--- src/rtl/cool_heat_ctrl.sv ---
// cool_heat_ctrl: hysteresis COOL/HEAT mode selection driving an 8-bit PWM speed word.
// Define SOFT_START_EN for the tick-paced ramp; otherwise speed follows the target every edge.
module cool_heat_ctrl #(
   parameter int unsigned HEAT_ON  = 15,
   parameter int unsigned HEAT_OFF = 20,
   parameter int unsigned COOL_OFF = 30,
   parameter int unsigned COOL_ON  = 35,
   parameter int unsigned GAIN     = 16,
   parameter int unsigned TICK_DIV = 16,
   parameter int unsigned STEP     = 4
) (
   input  logic       clk,
   input  logic       rst_n,
   input  logic       enable,
   input  logic [7:0] temp,
   input  logic       temp_valid,
   output logic [7:0] speed,
   output logic       cool_en,
   output logic       heat_en,
   output logic       busy
);

   localparam logic [1:0] S_IDLE  = 2'd0;
   localparam logic [1:0] S_COOL  = 2'd1;
   localparam logic [1:0] S_HEAT  = 2'd2;
   localparam logic [1:0] S_DRAIN = 2'd3;

   localparam logic [7:0]  HEAT_ON_B  = 8'(HEAT_ON);
   localparam logic [7:0]  HEAT_OFF_B = 8'(HEAT_OFF);
   localparam logic [7:0]  COOL_OFF_B = 8'(COOL_OFF);
   localparam logic [7:0]  COOL_ON_B  = 8'(COOL_ON);
   localparam logic [15:0] GAIN_W     = 16'(GAIN);

   logic [1:0]  state, next_state;
   logic [7:0]  temp_q;
   logic [7:0]  diff, target, speed_next;
   logic [15:0] product;
   logic        drain_cool, drain_cool_next;
   logic        drain_done;

   always_ff @(posedge clk or negedge rst_n) begin
      if (!rst_n)          temp_q <= HEAT_OFF_B;
      else if (temp_valid) temp_q <= temp;
   end

   // Difference is clamped at zero so the cycle before leaving a mode never sees a wrapped value.
   always_comb begin
      diff = 8'd0;
      case (state)
         S_COOL:  if (temp_q > COOL_OFF_B) diff = temp_q - COOL_OFF_B;
         S_HEAT:  if (temp_q < HEAT_OFF_B) diff = HEAT_OFF_B - temp_q;
         default: diff = 8'd0;
      endcase
      product = {8'd0, diff} * GAIN_W;
      target  = (product > 16'd255) ? 8'hFF : product[7:0];
   end

`ifdef SOFT_START_EN
   assign drain_done = (speed == 8'd0);
`else
   assign drain_done = 1'b1;
`endif

   always_comb begin
      next_state      = state;
      drain_cool_next = drain_cool;
      case (state)
         S_IDLE: begin
            if (enable && temp_q >= COOL_ON_B)      next_state = S_COOL;
            else if (enable && temp_q <= HEAT_ON_B) next_state = S_HEAT;
         end
         S_COOL: begin
            if (!enable || temp_q <= COOL_OFF_B) begin
               next_state      = S_DRAIN;
               drain_cool_next = 1'b1;
            end
         end
         S_HEAT: begin
            if (!enable || temp_q >= HEAT_OFF_B) begin
               next_state      = S_DRAIN;
               drain_cool_next = 1'b0;
            end
         end
         default: begin
            if (drain_done) next_state = S_IDLE;
         end
      endcase
   end

`ifdef SOFT_START_EN
   localparam int CW = (TICK_DIV > 1) ? $clog2(TICK_DIV) : 1;
   localparam logic [CW-1:0] TICK_LAST = CW'(TICK_DIV - 1);
   localparam logic [8:0]    STEP_W    = 9'(STEP);

   logic [CW-1:0] tick_cnt;
   logic [8:0]    speed_up, down_floor;

   always_ff @(posedge clk or negedge rst_n) begin
      if (!rst_n)                     tick_cnt <= '0;
      else if (tick_cnt == TICK_LAST) tick_cnt <= '0;
      else                            tick_cnt <= tick_cnt + CW'(1);
   end

   // 9-bit sums keep the step from wrapping past 0 or 255.
   always_comb begin
      speed_up   = {1'b0, speed} + STEP_W;
      down_floor = {1'b0, target} + STEP_W;
      speed_next = speed;
      if (tick_cnt == TICK_LAST) begin
         if (speed < target)
            speed_next = (speed_up > {1'b0, target}) ? target : speed_up[7:0];
         else if (speed > target)
            speed_next = ({1'b0, speed} < down_floor) ? target : speed - STEP_W[7:0];
      end
   end
`else
   always_comb begin
      speed_next = (next_state == S_DRAIN) ? 8'd0 : target;
   end
`endif

   always_ff @(posedge clk or negedge rst_n) begin
      if (!rst_n) begin
         state      <= S_IDLE;
         speed      <= 8'd0;
         cool_en    <= 1'b0;
         heat_en    <= 1'b0;
         busy       <= 1'b0;
         drain_cool <= 1'b0;
      end else begin
         state      <= next_state;
         speed      <= speed_next;
         drain_cool <= drain_cool_next;
         cool_en    <= (next_state == S_COOL) || ((next_state == S_DRAIN) && drain_cool_next);
         heat_en    <= (next_state == S_HEAT) || ((next_state == S_DRAIN) && !drain_cool_next);
         busy       <= (next_state != S_IDLE);
      end
   end

endmodule

--- config.mk ---
export PLATFORM = sky130hd
export DESIGN_NAME = cool_heat_ctrl
export DESIGN_NICKNAME = d
export VERILOG_FILES = /design/src/rtl/cool_heat_ctrl.sv
export SDC_FILE = /design/constraint.sdc
export NUM_CORES = 1
export LEC_CHECK = 0
export CAP_MARGIN = 20
export CORE_UTILIZATION = 55
export CTS_BUF_LIST = sky130_fd_sc_hd__clkbuf_4
export CTS_CLUSTER_DIAMETER = 150
export DETAILED_ROUTE_END_ITERATION = 16
export PLACE_DENSITY = 0.92
export SYNTH_ARGS = -nofsm -noshare
export SYNTH_HDL_FRONTEND = slang
export SYNTH_SLANG_ARGS = --single-unit
export TNS_END_PERCENT = 50
--- constraint.sdc ---
create_clock -name clk -period 3.1 [get_ports clk]
set_clock_uncertainty 0.15 [all_clocks]
set_input_delay 0.62 -clock clk [delete_from_list [all_inputs] [get_ports clk]]
set_output_delay 0.62 -clock clk [all_outputs]
set_load 0.05 [all_outputs]
# Word-level counts from Yosys, hierarchy flattened
# Cells that the tools add are included.
[word_totals]
in_bits = 12
word_cells = 46
ff_bits = 22
out_inout_bits = 11
[classes]
add_sub_neg = 2
reduce_logical = 12
magnitude_cmp = 7
mux = 13
n_eq_ne = 5
[op_table]
columns = ["operator", "count"]
rows = [
  ["two-way mux 8 bit", 4],
  ["case mux 8 bit (2 select lines)", 1],
  ["> comparator 12 x 8 -> 1 bit (second input constant)", 1],
  ["greater-or-equal comparator 8 x 5 -> 1 bit (second input constant)", 1],
  ["greater-or-equal comparator 8 x 6 -> 1 bit (second input constant)", 1],
  ["> comparator 8 x 5 -> 1 bit (second input constant)", 1],
  ["<= comparator 8 x 4 -> 1 bit (second input constant)", 1],
  ["<= comparator 8 x 5 -> 1 bit (second input constant)", 1],
  ["< comparator 8 x 5 -> 1 bit (second input constant)", 1],
  ["two-way mux 2 bit", 4],
  ["subtractor 5 x 8 -> 8 bit (first input constant)", 1],
  ["subtractor 8 x 5 -> 8 bit (second input constant)", 1],
  ["== test 2 bit (second input constant)", 3],
  ["case mux 2 bit (3 select lines)", 1],
  ["== test 2 x 1 -> 1 bit (second input constant)", 2],
  ["logical AND 1 bit", 4],
  ["logical OR 1 bit", 4],
  ["logical NOT 1 bit", 2],
  ["logical NOT 2 bit", 1],
  ["two-way mux 1 bit", 2],
  ["case mux 1 bit (2 select lines)", 1],
  ["nonzero test 2 bit", 1],
]

# Longest topological paths before layout
[logic_depth]
word_depth = 8
ltp_mapped = 7
mapped_depth_nobuf = 7

# Least setup slack after synthesis
# No wires, ideal clock.
[synth_timing]
kind = "reg2reg"
from = "reg state[1]"
to = "reg heat_en"
path_buffers = 0
setup_ps = 87
arrival_time_ps = 1604
required_ps = 2863
path_stages_with_launch = 7
synth_period_minus_slack_ps = 1841
setup_slack_ps = 1259
cell_sequence = "dfrtp_1 -> inv_1 -> ha_1 -> nor2_1 -> a41oi_2 -> or3_1 -> a211oi_2"
[synth_between]
elab_chain_cells = 6
elab_cells_between_ends = 14
cone_classes = "eq/ne (4); mux (6); reduce/logical (4)"
[synth_rtl]
columns = ["element", "line", "text"]
rows = [
  ["start, declared", "34", "logic [1:0] state, next_state;"],
  ["start signal, assigned", "131", "state <= next_state;"],
  ["two-way mux 2 bit", "70", "else if (enable && temp_q <= HEAT_ON_B) next_state = S_HEAT;"],
  ["two-way mux 2 bit", "69", "if (enable && temp_q >= COOL_ON_B) next_state = S_COOL;"],
  ["case mux 2 bit (3 select lines)", "67", "case (state)"],
  ["== test 2 bit", "135", "heat_en <= (next_state == S_HEAT) || ((next_state == S_DRAIN) && !drain_cool_next);"],
  ["logical AND 1 bit", "135", ""],
  ["logical OR 1 bit (*)", "135", ""],
  ["end signal, assigned", "135", ""],
  ["end, declared", "19", "output logic heat_en,"],
]
# Every way passes the cells marked *; elsewhere a longest branch is shown, timed or not.
# A chain may end at the register's enable or synchronous reset.

==> results.sh <==
export IMPL_switching_share=0.476
export IMPL_synthSimpleGateAreaFrac=0.155
export IMPL_synth_fa_ha_area_frac=0.107
export IMPL_period_needed_ns=2.28
export IMPL_ys_seq_elements=19
export IMPL_drive_gt1_frac=0.162
export IMPL_crit_buf_inv=1
export IMPL_seqPwrFrac=0.302
export IMPL_ant_nets=0
export IMPL_worstSetupPathType="register to primary output"
export IMPL_grt_pass1_vias=836
export IMPL_fill_cells=134
export IMPL_synth_top_cells_by_area="dfrtp_1, ha_1, mux2_2, dfstp_2, nand2_1"
export IMPL_htreeDepth=1
export IMPL_finalInstanceArea_um2=1420
export IMPL_synth_top_family_by_area="compound AO/OA/AOI/OAI gates"
export IMPL_antenna_found_initial=0
export IMPL_status="finished clean"
export IMPL_timing_final_crit_share=0.736
export IMPL_ys_seq_area_frac=0.407
export IMPL_cts_resized=0
export IMPL_insertion_delay_ns=0.31
export IMPL_multiInputGateArea_um2=628
export IMPL_clk_pin_slew_ns=0.10
export IMPL_ios=23
export IMPL_synthXorXnorAreaFrac=0.0299
export IMPL_slowest_stage="clkdlybuf4s50_1"
export IMPL_ys_types=41
export IMPL_grt_overflow_total=0
export IMPL_synth_mux_area_frac=0.0480
export IMPL_ff_latch_area_um2=478
export IMPL_vdd_drop_max_mv=0.480
export IMPL_drv_cap=0
export IMPL_syn_to_final_growth_pct=21.0
export IMPL_layout_setup_ws_ns=0.817
export IMPL_crit_family="buffers and inverters"
export IMPL_numCtsBuffers=3
export IMPL_cp_max_fo=4
export IMPL_finalMaxSlewViolations=0
export IMPL_min_path_type="register to register"
export IMPL_setup_violations=0
export IMPL_clkPwrFrac=0.112
export IMPL_wl_per_cell_um=13.9
export IMPL_tightestPinTransition_ns=0.804
export IMPL_place_congestion=0.862
export IMPL_wirelength_um=2270
export IMPL_start_util=0.592
export IMPL_cts_hold_buffers_added=0
export IMPL_vias=922
export IMPL_place_area_um2=1390
export IMPL_synth_nets=137
export IMPL_yosys_area_top_type="dfrtp_1"
export IMPL_critPathArrivalTime_ns=1.51
export IMPL_endpoint_kind="primary output"
export IMPL_share_comb_of_total_power=0.586
export IMPL_antenna_cells=0
export IMPL_hold_violations=0
export IMPL_grt_max_degree=20
export IMPL_fin_nets=159
export IMPL_fp_dieH_um=48.2
export IMPL_slowest_delay_ns=0.82
export IMPL_num_rows=16
export IMPL_core_area_um2=1980
export IMPL_dp_hpwl_um=1730
export IMPL_crit_required_ns=2.33
export IMPL_cts_setup_buffers=0
export IMPL_fmaxAchievable_mhz=438
export IMPL_ys_warn_count=0
export IMPL_port_buffers=22
export IMPL_via_per_inst=5.66
export IMPL_pre_cts_ws_ns=0.592
export IMPL_die_x_um=48.2
export IMPL_die_area_um2=2320
export IMPL_p_leak_nw=0.606
export IMPL_yosysTopAreaCellShare=0.362
export IMPL_drtIter0Drc=34
export IMPL_utilization=0.717
export IMPL_crit_path_cell_trace="clkdlybuf4s50_1"
export IMPL_synth_compound_area_frac=0.196
export IMPL_intPower_mw=0.644
export IMPL_cts_sinks=19
export IMPL_startpoint_type="register"
export IMPL_grt_use_total=0.231
export IMPL_cts_buffer_depth=2
export IMPL_firstDrtPassIters=4
export IMPL_netlist_area_um2=1170
export IMPL_grt_pass1_wl_um=3660
export IMPL_fin_tns_setup_ns=0
export IMPL_p_sw_mw=0.586
export IMPL_drc=0
export IMPL_syn_inst=115
export IMPL_syn_avg_cell_area_um2=10.2
export IMPL_cts_tree="done"
export IMPL_p_per_area_nw_per_um2=866
export IMPL_cts_root_buf="clkbuf_4"
export IMPL_maxSlewHeadroom=0.462
export IMPL_rsz0062_at_grt="no"
metal layers:
metal | global-route usage | share of wire | up-vias
li1 | - | - | 447
met1 | 0.282 | 0.43 | 432
met2 | 0.395 | 0.50 | 38
met3 | 0.0333 | 0.046 | 5
met4 | 0.117 | 0.019 | 0
met5 | 0 | 0 | -
power groups by stage:
stage | sequential (mW) | combinational, mW | clock [mW]
2_1_floorplan | 0.487 | 0.414 | 0
3_3_place_gp | 0.372 | 0.680 | 0
3_5_place_dp | 0.376 | 0.709 | 0
4_1_cts | 0.370 | 0.714 | 0.139
5_1_grt | 0.383 | 0.777 | 0.151
6_report | 0.371 | 0.720 | 0.138
worst paths after layout:
path                                  startpoint               endpoint  cells after the start  slack (ns)
max                           speed[3]$_DFF_PN0_               speed[0]                      1        0.82
min                        temp_q[0]$_DFFE_PN0P_     speed[4]$_DFF_PN0_                      2        0.49
max reg2reg                   state[1]$_DFF_PN0_     speed[5]$_DFF_PN0_                      7        0.94
min reg2reg                temp_q[0]$_DFFE_PN0P_     speed[4]$_DFF_PN0_                      2        0.49
max in group asynchronous                  rst_n  temp_q[5]$_DFFE_PN0P_                      1        1.69
min in group asynchronous                  rst_n     speed[4]$_DFF_PN0_                      1        0.62
cells by family after synthesis:
group           count (synthesis)
fa+ha+maj                      10
buf+inv                        13
flops                          19
mux                             5
xor+xnor                        4
compound gates                 30
simple gates                   34
synth_stat cells:
| cell type | number |
|---|---|
| o22ai_1 | 2 |
| dfrtp_1 | 17 |
| o2111ai_1 | 1 |
| o21a_1 | 2 |
| a21boi_2 | 1 |
| nand3_1 | 2 |
| a21oi_2 | 1 |
| a211oi_1 | 2 |
| o21ai_1 | 3 |
| o211ai_1 | 1 |
| mux2_2 | 5 |
| xor2_1 | 1 |
| and3_1 | 1 |
| clkbuf_1 | 1 |
| or3_1 | 1 |
| nor2_1 | 8 |
| nor3_4 | 1 |
| nand4_1 | 1 |
| a41oi_2 | 1 |
| buf_4 | 3 |
| o21ai_0 | 5 |
| a21oi_1 | 4 |
| a22oi_1 | 1 |
| nand2b_1 | 1 |
| nor2b_1 | 4 |
| a31oi_2 | 1 |
| inv_1 | 8 |
| ha_1 | 10 |
| dfstp_2 | 2 |
| nor3_1 | 3 |
| a311o_2 | 1 |
| nand2_1 | 9 |
| and3_2 | 1 |
| nor4_2 | 1 |
| a211oi_2 | 1 |
| a221oi_1 | 1 |
| xnor2_1 | 3 |
| and2_1 | 1 |
| o31a_2 | 1 |
| buf_6 | 1 |
| o31ai_2 | 1 |
state kept, by name, indices dropped and copies added (netlist names):
signal	count
state	2
temp_q	8
heat_en	1
cool_en	1
busy	1
drain_cool	1
speed	5
placed cells by master, fill, tap and decap left out, drive strengths merged, types with 2 or more instances in the layout:
cell | Yosys | layout
dfrtp | 17 | 17
o21ai | 8 | 8
nand2 | 9 | 9
nand3 | 2 | 2
ha | 10 | 10
and3 | 2 | 2
mux2 | 5 | 5
clkbuf | 1 | 4
inv | 8 | 8
dfstp | 2 | 2
o21a | 2 | 2
xnor2 | 3 | 3
o22ai | 2 | 2
nor3 | 4 | 4
nor2b | 4 | 4
clkdlybuf4s50 | 0 | 22
nor2 | 8 | 8
a21oi | 5 | 5
a211oi | 3 | 3
final cells by class:
class,instances,share of cell area
inverters,8,0.0211
clock buffers,4,0.0211
well taps,27,0.0238
multi-input cells,83,0.442
repair buffers,22,0.155
flip-flops and latches,19,0.337
stage by stage:
step           instances  total power, mW  hold slack (ns)
6_report             163             1.23            0.488
3_5_place_dp         159             1.08            0.459
3_3_place_gp         159             1.05            0.458
4_1_cts              163             1.22            0.484
5_1_grt              163             1.31            0.517
2_1_floorplan        115            0.901            0.174
No activity file was read; power rests on OpenSTA's default activity.
